--- src/rtl/mips_pkg.sv ---
// Shared MIPS pipeline encodings: decoder jump/branch codes, fetch FSM states
// and the default reset PC.
package mips_pkg;

  localparam logic [1:0] JUMP_NONE = 2'b00;
  localparam logic [1:0] JUMP_J    = 2'b01;
  localparam logic [1:0] JUMP_JAL  = 2'b10;
  localparam logic [1:0] JUMP_JR   = 2'b11;

  localparam logic [1:0] BR_NONE = 2'b00;
  localparam logic [1:0] BR_BEQ  = 2'b01;
  localparam logic [1:0] BR_BNE  = 2'b10;

  localparam logic [31:0] RESET_PC_DEFAULT = 32'h0000_0000;

  typedef enum logic [1:0] {
    S_REQ,
    S_WAIT,
    S_HOLD
  } if_state_t;

endpackage

--- src/rtl/if_next_pc.sv ---
// Combinational redirect calculator: decides whether the instruction on the
// fetch output redirects the PC and where to.
module if_next_pc
  import mips_pkg::*;
(
  input  logic [1:0]  jump,
  input  logic [1:0]  branch,
  input  logic        zero,
  input  logic [25:0] index,
  input  logic [31:0] pc_plus4,
  input  logic [31:0] jr_target,
  output logic        taken,
  output logic [31:0] target
);

  logic        br_taken;
  logic [31:0] branch_target;

  assign branch_target = pc_plus4 + {{14{index[15]}}, index[15:0], 2'b00};

  // Jump encodings outrank any simultaneous branch encoding.
  always_comb begin
    br_taken = ((branch == BR_BEQ) && zero) || ((branch == BR_BNE) && !zero);
    taken    = (jump != JUMP_NONE) || br_taken;
    target   = pc_plus4;
    case (jump)
      JUMP_J, JUMP_JAL: target = {pc_plus4[31:28], index, 2'b00};
      JUMP_JR:          target = jr_target;
      default:          if (br_taken) target = branch_target;
    endcase
  end

endmodule

--- src/rtl/if_fetch_stage.sv ---
// MIPS instruction-fetch stage: PC register, one-outstanding imem handshake FSM
// and next-PC redirect. Optional IF_MISALIGN_CHECK_EN adds a sticky misalign flag.
module if_fetch_stage
  import mips_pkg::*;
#(
  parameter logic [31:0] RESET_PC = RESET_PC_DEFAULT,
  parameter int unsigned IMEM_AW  = 32
) (
  input  logic               clk,
  input  logic               reset,
  output logic               imem_req,
  output logic [IMEM_AW-1:0] imem_addr,
  input  logic               imem_ready,
  input  logic               imem_rvalid,
  input  logic [31:0]        imem_rdata,
  input  logic               stall,
  output logic               inst_valid,
  output logic [31:0]        inst,
  output logic [31:0]        inst_pc,
  output logic [31:0]        pc_plus4,
  input  logic [1:0]         jump,
  input  logic [1:0]         branch,
  input  logic               zero,
  input  logic [31:0]        jr_target
`ifdef IF_MISALIGN_CHECK_EN
  ,
  output logic               fetch_misalign
`endif
);

  if_state_t          state, state_next;
  logic [IMEM_AW-1:0] pc;
  logic [31:0]        inst_q, inst_pc_q;
  logic               valid_q, discard;
  logic               load, drop, consume, redirect, taken;
  logic [31:0]        target, target_aligned;

  // Registered outputs are forced to their reset values during the reset cycle.
  assign imem_req       = (state == S_REQ) && !reset;
  assign imem_addr      = reset ? RESET_PC : pc;
  assign inst_valid     = valid_q && !reset;
  assign inst           = reset ? '0 : inst_q;
  assign inst_pc        = reset ? '0 : inst_pc_q;
  assign pc_plus4       = inst_pc + 32'd4;
  assign target_aligned = {target[31:2], 2'b00};

  if_next_pc u_next_pc (
    .jump      (jump),
    .branch    (branch),
    .zero      (zero),
    .index     (inst_q[25:0]),
    .pc_plus4  (pc_plus4),
    .jr_target (jr_target),
    .taken     (taken),
    .target    (target)
  );

  always_ff @(posedge clk) begin
    if (reset) state <= S_REQ;
    else       state <= state_next;
  end

  always_comb begin
    state_next = state;
    load       = 1'b0;
    drop       = 1'b0;
    consume    = inst_valid && !stall;
    redirect   = consume && taken;
    case (state)
      S_REQ:  if (imem_ready) state_next = S_WAIT;
      S_WAIT: if (imem_rvalid) begin
                drop       = discard;
                load       = !discard;
                state_next = discard ? S_REQ : S_HOLD;
              end
      S_HOLD: if (consume) state_next = S_REQ;
      default: state_next = S_REQ;
    endcase
    if (redirect) state_next = S_REQ;
  end

  always_ff @(posedge clk) begin
    if (reset) begin
      pc        <= RESET_PC;
      inst_q    <= '0;
      inst_pc_q <= '0;
      valid_q   <= 1'b0;
      discard   <= 1'b0;
    end else begin
      if (load) begin
        inst_q    <= imem_rdata;
        inst_pc_q <= pc;
        valid_q   <= 1'b1;
        pc        <= pc + 32'd4;
      end
      if (drop)    discard <= 1'b0;
      if (consume) valid_q <= 1'b0;
      if (redirect) begin
        pc <= target_aligned;
        // A redirect racing an outstanding read must drop the stale data.
        if (state == S_WAIT) discard <= 1'b1;
      end
    end
  end

`ifdef IF_MISALIGN_CHECK_EN
  always_ff @(posedge clk) begin
    if (reset)                                   fetch_misalign <= 1'b0;
    else if (redirect && (target[1:0] != 2'b00)) fetch_misalign <= 1'b1;
  end
`endif

endmodule

--- config.mk ---
export PLATFORM = sky130hd
export DESIGN_NAME = if_fetch_stage
export DESIGN_NICKNAME = d
export VERILOG_FILES = /design/src/rtl/mips_pkg.sv /design/src/rtl/if_next_pc.sv /design/src/rtl/if_fetch_stage.sv
export SDC_FILE = /design/constraint.sdc
export NUM_CORES = 1
export LEC_CHECK = 0
export ABC_AREA = 1
export CAP_MARGIN = 25
export CORE_MARGIN = 2
export CORE_UTILIZATION = 55
export DETAILED_ROUTE_END_ITERATION = 16
export PLACE_DENSITY = 0.9
export SLEW_MARGIN = 20
export SYNTH_ARGS = -nofsm -noshare
export SYNTH_HDL_FRONTEND = slang
export SYNTH_SLANG_ARGS = --single-unit
--- constraint.sdc ---
create_clock -name clk -period 12.1 [get_ports clk]
set_input_delay 2.42 -clock clk [delete_from_list [all_inputs] [get_ports clk]]
set_output_delay 2.42 -clock clk [all_outputs]
set_load 0.01 [all_outputs]
After elaboration in Yosys (flattened, before gate mapping)
Cells that the tools add are included.

storage, ports and cells
  memories = 0
  bits of input ports = 74
  bits in read-only memories = 0
  output and inout port bits = 130
  bits in registers = 100
  latch bits = 0
  RAM bits = 0
  logic and storage cells = 58

cells by class
  $mul = 0
  shift-type cells = 0
  reduce and logical (&&, ||, !) cells = 19
  add/subtract/negate cells = 3
  eq/ne operators = 10
  bitwise operators = 0
  mux-type cells = 19
  divide/modulo/power cells = 0
  magnitude comparators = 0

operators by type and width
  cell                     number
  $mux W32                 6
  $add A32 B3 Y32 const B  2
  $pmux W32 S2             1
  $add A32 B32 Y32         1
  $eq A2 B2 Y1 const B     4
  $mux W2                  4
  $mux W1                  7
  $eq A2 B1 Y1 const B     3
  $logic_and A1 B1 Y1      6
  $ne A2 B2 Y1 const B     3
  $pmux W2 S3              1
  $reduce_or A2 Y1         3
  $logic_not A1 Y1         4
  $reduce_bool A2 Y1       2
  $reduce_and A3 Y1        1
  $logic_not A2 Y1         1
  $logic_or A1 B1 Y1       2

Longest topological paths before layout
Gate-level depths: netlist (run 1).

  depth after elaboration = 6
  mapped depth = 33
  mapped depth without buffers = 30

By module
A second synthesis (run 1) with hierarchy kept.

unflattened totals
  cell total of the unflattened synthesis = 1600
  area, all modules = 8959.8 µm²

by module, submodules not included
  module          sequential area each (µm²)  cells each  times used  area each (µm²)
  if_fetch_stage  1921.8                      978         1           5820.6
  if_next_pc      0.0                         622         1           3139.3

Worst setup path after synthesis (run 1)
No wires, ideal clock.

  kind = input-to-output
  from = in reset
  to = out pc_plus4[18]
  required time = 9.680 ns
  data arrival time = 4.331 ns
  setup slack = 5.349 ns
  buffers on the path = 3
  cell stages on the path = 12
  path through = inv_4 > buf_6 > buf_2 > buf_1 > nand2_1 > inv_1 > ha_1 > inv_1 > nor3_1 > nand2_1 > nor2_1 > xor2_1

on the way
  cells in the longest elaborated chain, start to end = 2

ends and longest elaborated chain
  what             RTL line              source
  start, declared  if_fetch_stage.sv:10  input logic reset,
  $mux W32         if_fetch_stage.sv:43  assign inst_pc = reset ? '0 : inst_pc_q;
  via inst_pc[3]   if_fetch_stage.sv:19  output logic [31:0] inst_pc,
  $add A32 B3 Y32  if_fetch_stage.sv:44  assign pc_plus4 = inst_pc + 32'd4;
  end, declared    if_fetch_stage.sv:20  output logic [31:0] pc_plus4,

The timed path passes the listed nets, and every way through them passes these cells.

Worst setup path after layout (run 1)
  from = in reset
  to = out pc_plus4[18]

on the way
  cells in the longest elaborated chain, start to end = 2

ends and longest elaborated chain
  what             RTL line
  $mux W32         if_fetch_stage.sv:43
  $add A32 B3 Y32  if_fetch_stage.sv:44

Every way passes these cells.

==> results.sh, run 1 <==
export IMPL_synthFlopType="dfxtp_1"
export IMPL_placed_area_mm2=0.01044
export IMPL_grt_pass1_wl_mm=50.21
export IMPL_cts_path_max_buffers=2
export IMPL_fin_setup_tns_ns=0
export IMPL_worstPathRequired_ns=9.68
export IMPL_pin_count=204
export IMPL_yosysMostFrequentCell="nand2_1"
export IMPL_cp_end_kind="output port"
export IMPL_finalHoldViolations=0
export IMPL_vdd_drop_max_v=0.0001048
export IMPL_yosysTopAreaCellShare_pct=22.71
export IMPL_r2r_start="inst_pc_q[2]"
export IMPL_dr_pass1_iters=6
export IMPL_n_antenna_cell=0
export IMPL_swShare_pct=35.83
export IMPL_worst_hold_startpoint="inst_q[30]"
export IMPL_grt_usage_pct=39.66
export IMPL_rows=45
export IMPL_tritoncts="yes"
export IMPL_ctsHoldBuffers=0
export IMPL_synthArstFlopShare_pct=0
export IMPL_clkLatencyLatePin_ns=0.37
export IMPL_finalWirelength_mm=33.14
export IMPL_crit_arrival_ns=6.01
export IMPL_yosysSeqAreaShare_pct=22.71
export IMPL_place_port_buffers=195
export IMPL_maxSlewHeadroom_pct=40.24
export IMPL_cts_sinks=96
export IMPL_synth_cell_types=52
export IMPL_worstHoldPathCells=2
export IMPL_ant_nets=0
export IMPL_p_leak_nw=4.510
export IMPL_die_height_um=128.0
export IMPL_post_cts_buffers=0
export IMPL_skew_ns=0.02260
export IMPL_dp_cells=1736
export IMPL_antenna_found_initial=0
export IMPL_slew_viol_final=0
export IMPL_cts_max_level=3
export IMPL_gr_total_overflow=0
export IMPL_drive_gt1_share_pct=5.627
export IMPL_synth_largest_area_cell="dfxtp_1"
export IMPL_r2r_cells=23
export IMPL_cts_resized_gates=0
export IMPL_internal_power_mw=0.5998
export IMPL_gp_congestion=1.005
export IMPL_hpwl_mm=25.38
export IMPL_maxCapViolations=0
export IMPL_syn_to_final_growth_pct=26.98
export IMPL_ys_top_cells_by_area="dfxtp_1 (23%), nand2_1 (13%), nor2_1 (8.9%)"
export IMPL_grt_pass1_vias=9486
export IMPL_syn_avg_cell_area_um2=6.036
export IMPL_pwr_share_comb_pct=29.2
export IMPL_layout_nets=1674
export IMPL_finalInstanceArea_mm2=0.01075
export IMPL_crit_reg2reg_capture="pc[25]"
export IMPL_vias_per_cell=5.876
export IMPL_die_x_um=128.0
export IMPL_syn_inst=1402
export IMPL_detail_route_iter0_violations=1155
export IMPL_synth_edff_count=0
export IMPL_initial_core_util_pct=55.88
export IMPL_rsz0062_at_grt="false"
export IMPL_root_buffer="clkbuf_16"
export IMPL_tightest_slew_ns=0.8950
export IMPL_path_class="input port to output port"
export IMPL_ys_ff_latch=96
export IMPL_fin_cells=1752
export IMPL_dieArea_mm2=0.01640
export IMPL_power_frac_seq_pct=39.1
export IMPL_power_switching_mw=0.3349
export IMPL_fin_crit_sh_pct=69.66
export IMPL_grt_max_degree=96
export IMPL_cts_made_buffers=9
export IMPL_holdPathEnd="inst_q[30]"
export IMPL_synth_area_mm2=0.008463
export IMPL_max_clock_freq_mhz=118.6
export IMPL_yosys_warnings=0
export IMPL_start_kind="input port"
export IMPL_ys_top_cells_by_count="nand2_1 (285), nor2_1 (201), inv_1 (175), a21oi_1 (146), o21ai_0 (104)"
export IMPL_vias=10290
export IMPL_drc=0
export IMPL_pre_cts_slack_ns=3.785
export IMPL_setup_violations=0
export IMPL_reg2reg_setup_slack_ns=8.11
export IMPL_fin_ws_ns=3.671
export IMPL_wl_per_cell_um=18.92
export IMPL_p_per_area_mw_per_mm2=86.98
export IMPL_outcome="finished, final reports clean"
export IMPL_crit_fanout=71
export IMPL_min_period_ns=8.429
export IMPL_path_clk_slew_ns=0.09
export IMPL_pwr_share_clk_pct=31.7
export IMPL_hp_class="flip-flop to flip-flop"
export IMPL_coreArea_mm2=0.01515
-- how the worst max path moves through the flow --
stage / startpoint / end / slack [ns] / depth (start not counted)
after floorplan: reset / pc_plus4[18] / 5.35 / 12
after global placement: reset / pc_plus4[18] / 3.83 / 12
after detailed placement: reset / pc_plus4[18] / 3.78 / 12
after CTS: reset / pc_plus4[18] / 3.78 / 12
after global routing: reset / pc_plus4[18] / 3.42 / 12
final: reset / pc_plus4[18] / 3.67 / 12
-- power groups by stage --
stage / clock (mW) / sequential [mW] / combinational [mW]
after floorplan: 0 / 0.367 / 0.159
after global placement: 0 / 0.371 / 0.260
after detailed placement: 0 / 0.372 / 0.265
after CTS: 0.297 / 0.365 / 0.267
after global routing: 0.307 / 0.368 / 0.296
final: 0.296 / 0.366 / 0.273
-- routing by layer --
| layer | track usage (%) | vias to the layer above | routed length [µm] |
|---|---|---|---|
| met1 | 50.33 | 4678 | 13250 |
| met4 | 21.01 | 0 | 1837 |
| li1 | - | 4888 | - |
| met3 | 7.387 | 105 | 3265 |
| met5 | 0 | - | 0 |
| met2 | 64.05 | 623 | 14780 |
-- cell usage in the layout, fill, tap and decap left out, types with 6 or more instances in the layout --
| cell | instances |
|---|---|
| xor2_1 | 33 |
| clkdlybuf4s50_1 | 194 |
| conb_1 | 6 |
| a31oi_1 | 6 |
| a21oi_1 | 146 |
| ha_1 | 40 |
| nand2_2 | 10 |
| nor3_1 | 20 |
| nand4_1 | 17 |
| nand3_1 | 77 |
| nand3_2 | 6 |
| clkbuf_16 | 9 |
| o211ai_1 | 10 |
| nor2_4 | 6 |
| dfxtp_1 | 96 |
| or2_2 | 6 |
| buf_4 | 10 |
| o21ai_0 | 104 |
| nor2_2 | 14 |
| inv_2 | 7 |
| a22oi_1 | 20 |
| inv_1 | 174 |
| nand2_1 | 285 |
| o21bai_1 | 8 |
| nor2_1 | 200 |
-- flip-flops by register name, indices dropped and copies added (netlist names) --
register,cells
discard,1
pc,30
state,2
inst_q,32
valid_q,1
inst_pc_q,30
-- cells by family (layout without fill, tap and decap cells) --
| logic type | after synthesis | in the layout | synth area share (%) |
|---|---|---|---|
| flops | 96 | 96 | 22.71 |
| other cells | 1 | 6 | 0.04431 |
| xor+xnor | 40 | 40 | 4.317 |
| compound gates | 316 | 316 | 20.56 |
| simple gates | 662 | 662 | 34.51 |
| fa+ha+maj | 41 | 41 | 6.150 |
| buf+inv | 246 | 403 | 11.71 |
-- metrics by stage --
step	total power [mW]	hold WS, ns	utilization, %
global placement	0.6318	0.4416	68.90
floorplan	0.5254	0.4303	-
CTS	0.9289	0.4590	70.95
detailed placement	0.6369	0.4461	68.90
finish	0.9347	0.4565	70.95
global route	0.9711	0.4855	70.95
-- final cells by class --
type | instances | area, µm²
Clock buffer | 9 | 225.2
Clock inverter | 7 | 86.33
Fill cell | 1311 | 4399
Inverter | 183 | 689.4
Multi-Input combinational cell | 1065 | 5572
Sequential cell | 96 | 1922
Tap cell | 188 | 235.2
Timing Repair Buffer | 204 | 2017
-- worst max-delay path, stage by stage --
cell	delay [ns]
buf_4	0.20
buf_4	0.42
inv_4	0.62
nand2_1	0.14
inv_1	0.11
ha_1	0.22
inv_1	0.07
nor3_1	0.34
nand2_1	0.23
nor2_1	0.17
xor2_1	0.36
clkdlybuf4s50_1	0.62
Note: power is estimated with default switching activity, not from simulation.
==> run 2, diff against run 1 <==
- CORE_UTILIZATION: 55 -> 51
- PLACE_DENSITY: 0.9 -> 0.85
- clock period: 12.1 -> 8 ns (I/O delays scaled with it)
==> run 2 against run 1 <==
Effect of this change: sequential power grew 52%; cell area is essentially flat; wire length shrank 3.5%; critical path depth shrank 1; non-clock buffer count shrank 2; core utilization shrank 5.5 points; via count shrank 1.3%; combinational power grew 47%; die area grew 7.6%; flip-flop and latch count is the same; largest cell class unchanged; largest power group unchanged.
==> results.sh, run 2 (synthesis gave the netlist of run 1 again) <==
export IMPL_outcome="finished, final reports clean"
export IMPL_rows=47
export IMPL_n_antenna_cell=0
export IMPL_grt_pass1_vias=9302
export IMPL_setup_violations=0
export IMPL_cts_max_level=3
export IMPL_grt_util_met3_pct=7.126
export IMPL_drive_gt1_share_pct=5.445
export IMPL_top_register="inst_q"
export IMPL_rsz0062_at_grt="false"
export IMPL_ctsHoldBuffers=0
export IMPL_pin_count=204
export IMPL_gr_usage_met1_pct=45.91
export IMPL_grtUsageMet2_pct=57.43
export IMPL_coreArea_mm2=0.01641
export IMPL_cts_sinks=96
export IMPL_wl_per_cell_um=17.96
export IMPL_skew_ns=0.01102
export IMPL_finalWirelength_mm=31.98
export IMPL_cts_path_max_buffers=2
export IMPL_antenna_found_initial=0
export IMPL_drc=0
export IMPL_cts_resized_gates=0
export IMPL_finalHoldViolations=0
export IMPL_hp_class="flip-flop to flip-flop"
export IMPL_dieArea_mm2=0.01764
export IMPL_reg_top3="inst_q x32, inst_pc_q x30, pc x30"
export IMPL_final_cell_mix="nand2_1 (285), nor2_1 (200), clkdlybuf4s50_1 (194)"
export IMPL_clkLatencyLatePin_ns=0.36
export IMPL_utilization_pct=65.47
export IMPL_ant_nets=0
export IMPL_syn_to_final_growth_pct=26.92
export IMPL_crit_fanout=71
export IMPL_grt_usage_pct=35.63
export IMPL_detail_route_iter0_violations=1137
export IMPL_start_kind="input port"
export IMPL_min_period_ns=6.297
export IMPL_root_buffer="clkbuf_16"
export IMPL_maxSlewHeadroom_pct=32.13
export IMPL_place_port_buffers=195
export IMPL_p_per_area_mw_per_mm2=129.4
export IMPL_grt_busiest_layer="met2"
export IMPL_p_leak_nw=4.486
export IMPL_path_clk_slew_ns=0.07
export IMPL_max_clock_freq_mhz=158.8
export IMPL_path_class="input port to output port"
export IMPL_maxCapViolations=0
export IMPL_tightest_slew_ns=1.017
export IMPL_placed_area_mm2=0.01045
export IMPL_layout_nets=1672
export IMPL_largest_reg_flops=32
export IMPL_die_x_um=132.8
export IMPL_vdd_drop_max_v=0.0001053
export IMPL_final_common_cell="nand2_1"
export IMPL_cp_end_kind="output port"
export IMPL_fin_crit_sh_pct=78.71
export IMPL_slew_viol_final=0
export IMPL_gp_congestion=1.054
export IMPL_dr_pass1_iters=8
export IMPL_cts_made_buffers=9
export IMPL_fin_setup_tns_ns=0
export IMPL_grt_pass1_wl_mm=49.51
export IMPL_post_cts_buffers=0
export IMPL_crit_arrival_ns=4.70
export IMPL_worstPathRequired_ns=6.40
export IMPL_vias=10160
export IMPL_reg2reg_setup_slack_ns=3.78
export IMPL_gr_total_overflow=0
export IMPL_initial_core_util_pct=51.58
export IMPL_grt_max_degree=96
export IMPL_fillers=1561
export IMPL_finalInstanceArea_mm2=0.01074
export IMPL_die_height_um=132.8
export IMPL_tritoncts="yes"
export IMPL_vias_per_cell=5.705
export IMPL_hpwl_mm=25.11
run 2: cell count changes in the layout (fill, tap and decap cells not counted), sizes merged:
| cell | before | now |
|---|---|---|
| inv | 184 | 185 |
| buf | 10 | 8 |
| clkinv | 6 | 2 |
| clkinvlp | 0 | 1 |
| clkbuf | 9 | 10 |
run 2: critical path, stage by stage:
cell	delay, ns
buf_4	0.24
inv_4	0.54
nand2_1	0.14
inv_1	0.14
ha_1	0.24
inv_1	0.08
nor3_1	0.36
nand2_1	0.22
nor2_1	0.17
xor2_1	0.33
clkdlybuf4s50_1	0.61
run 2: final cells by class:
type                            instances  area, µm²  area share (%)
Multi-Input combinational cell       1065       5572           51.87
Timing Repair Buffer                  202       2006           18.67
Sequential cell                        96       1922           17.89
Inverter                              183      689.4           6.418
Tap cell                              220      275.3           2.563
Clock buffer                           10      239.0           2.225
Clock inverter                          5      38.79          0.3611
run 2: through the flow:
step / total power [mW] / worst slack (ns) / cells / hold slack (ns)
final: 1.389 / 1.703 / 1781 / 0.4559
after global routing: 1.448 / 1.539 / 1781 / 0.4750
after CTS: 1.383 / 1.742 / 1780 / 0.4599
after detailed placement: 0.9601 / 1.771 / 1765 / 0.4494
after global placement: 0.9542 / 1.840 / 1765 / 0.4422
after floorplan: 0.7946 / 2.889 / 1407 / 0.4303
run 2: metal layers:
metal / up-vias / routed length (µm)
li1: 4863 / -
met1: 4610 / 12960
met2: 596 / 14350
met3: 92 / 3063
met4: 0 / 1602
met5: - / 0
run 2: power breakdown:
group	total, mW	leakage (nW)	switching [mW]	internal (mW)
registers	0.558	0.785	0.0381	0.520
logic	0.402	3.57	0.239	0.163
clock network	0.430	0.136	0.209	0.221
total	1.39	4.49	0.486	0.904
run 2: path summary, 6_finish.rpt:
| check | from | endpoint | cells after the start |
|---|---|---|---|
| max | reset | pc_plus4[18] | 11 |
| min reg2reg | inst_q[30] | inst_q[30] | 2 |
| max reg2reg | inst_pc_q[2] | pc[25] | 23 |
| min | inst_q[30] | inst_q[30] | 2 |
==> run 3, diff against run 2 <==
- clock period: 8 -> 6.1 ns (I/O delays scaled with it)
==> run 3 against run 2 <==
Effect of this change: combinational power grew 32%; setup slack lost 0.76 ns; clock skew grew 0.0086 ns; largest power group unchanged; via count is essentially flat; cell area grew 0.47%; critical endpoint is now pc_plus4[13].
==> results.sh, run 3 (synthesis gave the netlist of run 1 again) <==
export IMPL_crit_fanout=28
export IMPL_gp_congestion=1.019
export IMPL_dr_pass1_iters=6
export IMPL_post_cts_buffers=0
export IMPL_max_clock_freq_mhz=194.0
export IMPL_layout_nets=1677
export IMPL_whs_ns=0.4530
export IMPL_path_clk_slew_ns=0.06
export IMPL_path_class="input port to output port"
export IMPL_p_leak_nw=4.522
export IMPL_worstPathRequired_ns=4.88
export IMPL_grt_max_degree=96
export IMPL_ctsHoldBuffers=0
export IMPL_r2r_start="inst_pc_q[2]"
export IMPL_coreArea_mm2=0.01641
export IMPL_final_common_cell="nand2_1"
export IMPL_clkLatencyLatePin_ns=0.36
export IMPL_setup_violations=0
export IMPL_min_period_ns=5.156
export IMPL_cp_top_family="buffers and inverters"
export IMPL_worstSetupStartpoint="reset"
export IMPL_vias_per_cell=5.688
export IMPL_dieArea_mm2=0.01764
export IMPL_n_antenna_cell=0
export IMPL_antenna_found_initial=0
export IMPL_finalHoldViolations=0
export IMPL_slew_viol_final=0
export IMPL_drive_gt1_share_pct=5.807
export IMPL_grt_usage_pct=35.26
export IMPL_outcome="finished, final reports clean"
export IMPL_final_cell_mix="nand2_1 (285), nor2_1 (200), clkdlybuf4s50_1 (194)"
export IMPL_finalWirelength_mm=32.09
export IMPL_hpwl_mm=25.12
export IMPL_reg_top3="inst_q x32, inst_pc_q x30, pc x30"
export IMPL_crit_reg2reg_capture="pc[25]"
export IMPL_gr_total_overflow=0
export IMPL_p_per_area_mw_per_mm2=169.9
export IMPL_root_buffer="clkbuf_16"
export IMPL_cp_slowest_cell="clkdlybuf4s50_1"
export IMPL_cp_num_cells=9
export IMPL_cts_made_buffers=9
export IMPL_critPathCapture="pc_plus4[13]"
export IMPL_cp_end_kind="output port"
export IMPL_crit_arrival_ns=3.94
export IMPL_rsz0062_at_grt="false"
export IMPL_vias=10160
export IMPL_largest_reg_flops=32
export IMPL_cp_cell_sequence="buf_4 > inv_4 > buf_4 > nand2_1 > nor3_1 > nand2_1 > nor2_2 > xor2_1 > clkdlybuf4s50_1"
export IMPL_grt_pass1_vias=9116
export IMPL_tightest_slew_ns=0.9435
export IMPL_cts_sinks=96
export IMPL_max_stage_delay_ns=0.63
export IMPL_cts_path_max_buffers=2
export IMPL_maxCapViolations=0
export IMPL_grt_pass1_wl_mm=48.69
export IMPL_ant_nets=0
export IMPL_syn_to_final_growth_pct=27.51
export IMPL_die_height_um=132.8
export IMPL_tritoncts="yes"
export IMPL_maxSlewHeadroom_pct=37.01
export IMPL_detail_route_iter0_violations=1100
export IMPL_initial_core_util_pct=51.58
export IMPL_cts_resized_gates=0
export IMPL_r2r_cells=23
export IMPL_place_port_buffers=195
export IMPL_utilization_pct=65.77
export IMPL_die_x_um=132.8
export IMPL_rows=47
export IMPL_wl_per_cell_um=17.96
export IMPL_hp_class="flip-flop to flip-flop"
export IMPL_top_register="inst_q"
export IMPL_fin_ws_ns=0.9445
export IMPL_pre_cts_slack_ns=1.033
export IMPL_skew_ns=0.01961
export IMPL_crit_buf_inv=4
export IMPL_fin_setup_tns_ns=0
export IMPL_start_kind="input port"
export IMPL_vdd_drop_max_v=0.0001871
export IMPL_fin_crit_sh_pct=84.52
export IMPL_drc=0
export IMPL_reg2reg_setup_slack_ns=2.20
export IMPL_cts_max_level=3
export IMPL_pin_count=204
[run 3: layout make-up]
cell class | count | area (µm²)
clock buffers | 10 | 239.0
well taps | 220 | 275.3
flip-flops and latches | 96 | 1922
fillers | 1526 | 5615
clock inverters | 6 | 47.55
inverters | 183 | 689.4
multi-input cells | 1065 | 5572
repair buffers | 207 | 2047
[run 3: routing by layer]
metal  global-route usage [%]  vias to the layer above  share of wire [%]
li1                         -                     4882                  -
met1                    46.58                     4613                 41
met2                    54.92                      572                 44
met3                    5.556                       97                9.4
met4                    19.65                        0                5.8
met5                        0                        -                  0
[run 3: tightest hold or removal path, cell delays in order (launching register included)]
cell and delay (ns):
dfxtp_1 0.30, inv_1 0.06, a21oi_1 0.05
[run 3: where the power goes]
group	switching [mW]	internal, mW	total [mW]
Sequential	0.0486	0.682	0.730
Combinational	0.316	0.216	0.532
Clock	0.278	0.294	0.571
Total	0.642	1.19	1.83
[run 3: worst min-delay path by stage]
stage                     startpoint          to  cells past startpoint  slack (ns)
after floorplan           inst_q[26]  inst_q[26]                      2        0.43
after global placement    inst_q[28]  inst_q[28]                      2        0.44
after detailed placement  inst_q[28]  inst_q[28]                      2        0.44
after CTS                 inst_q[28]  inst_q[28]                      2        0.45
after global routing      inst_q[27]  inst_q[27]                      2        0.47
final                     inst_q[28]  inst_q[28]                      2        0.45
[run 3: per-stage QoR]
stage | power (mW) | cells | area, µm²
finish | 1.834 | 1787 | 10790
global route | 1.908 | 1787 | 10790
CTS | 1.822 | 1786 | 10780
detailed placement | 1.262 | 1770 | 10490
global placement | 1.253 | 1770 | 10490
floorplan | 1.042 | 1407 | 8482
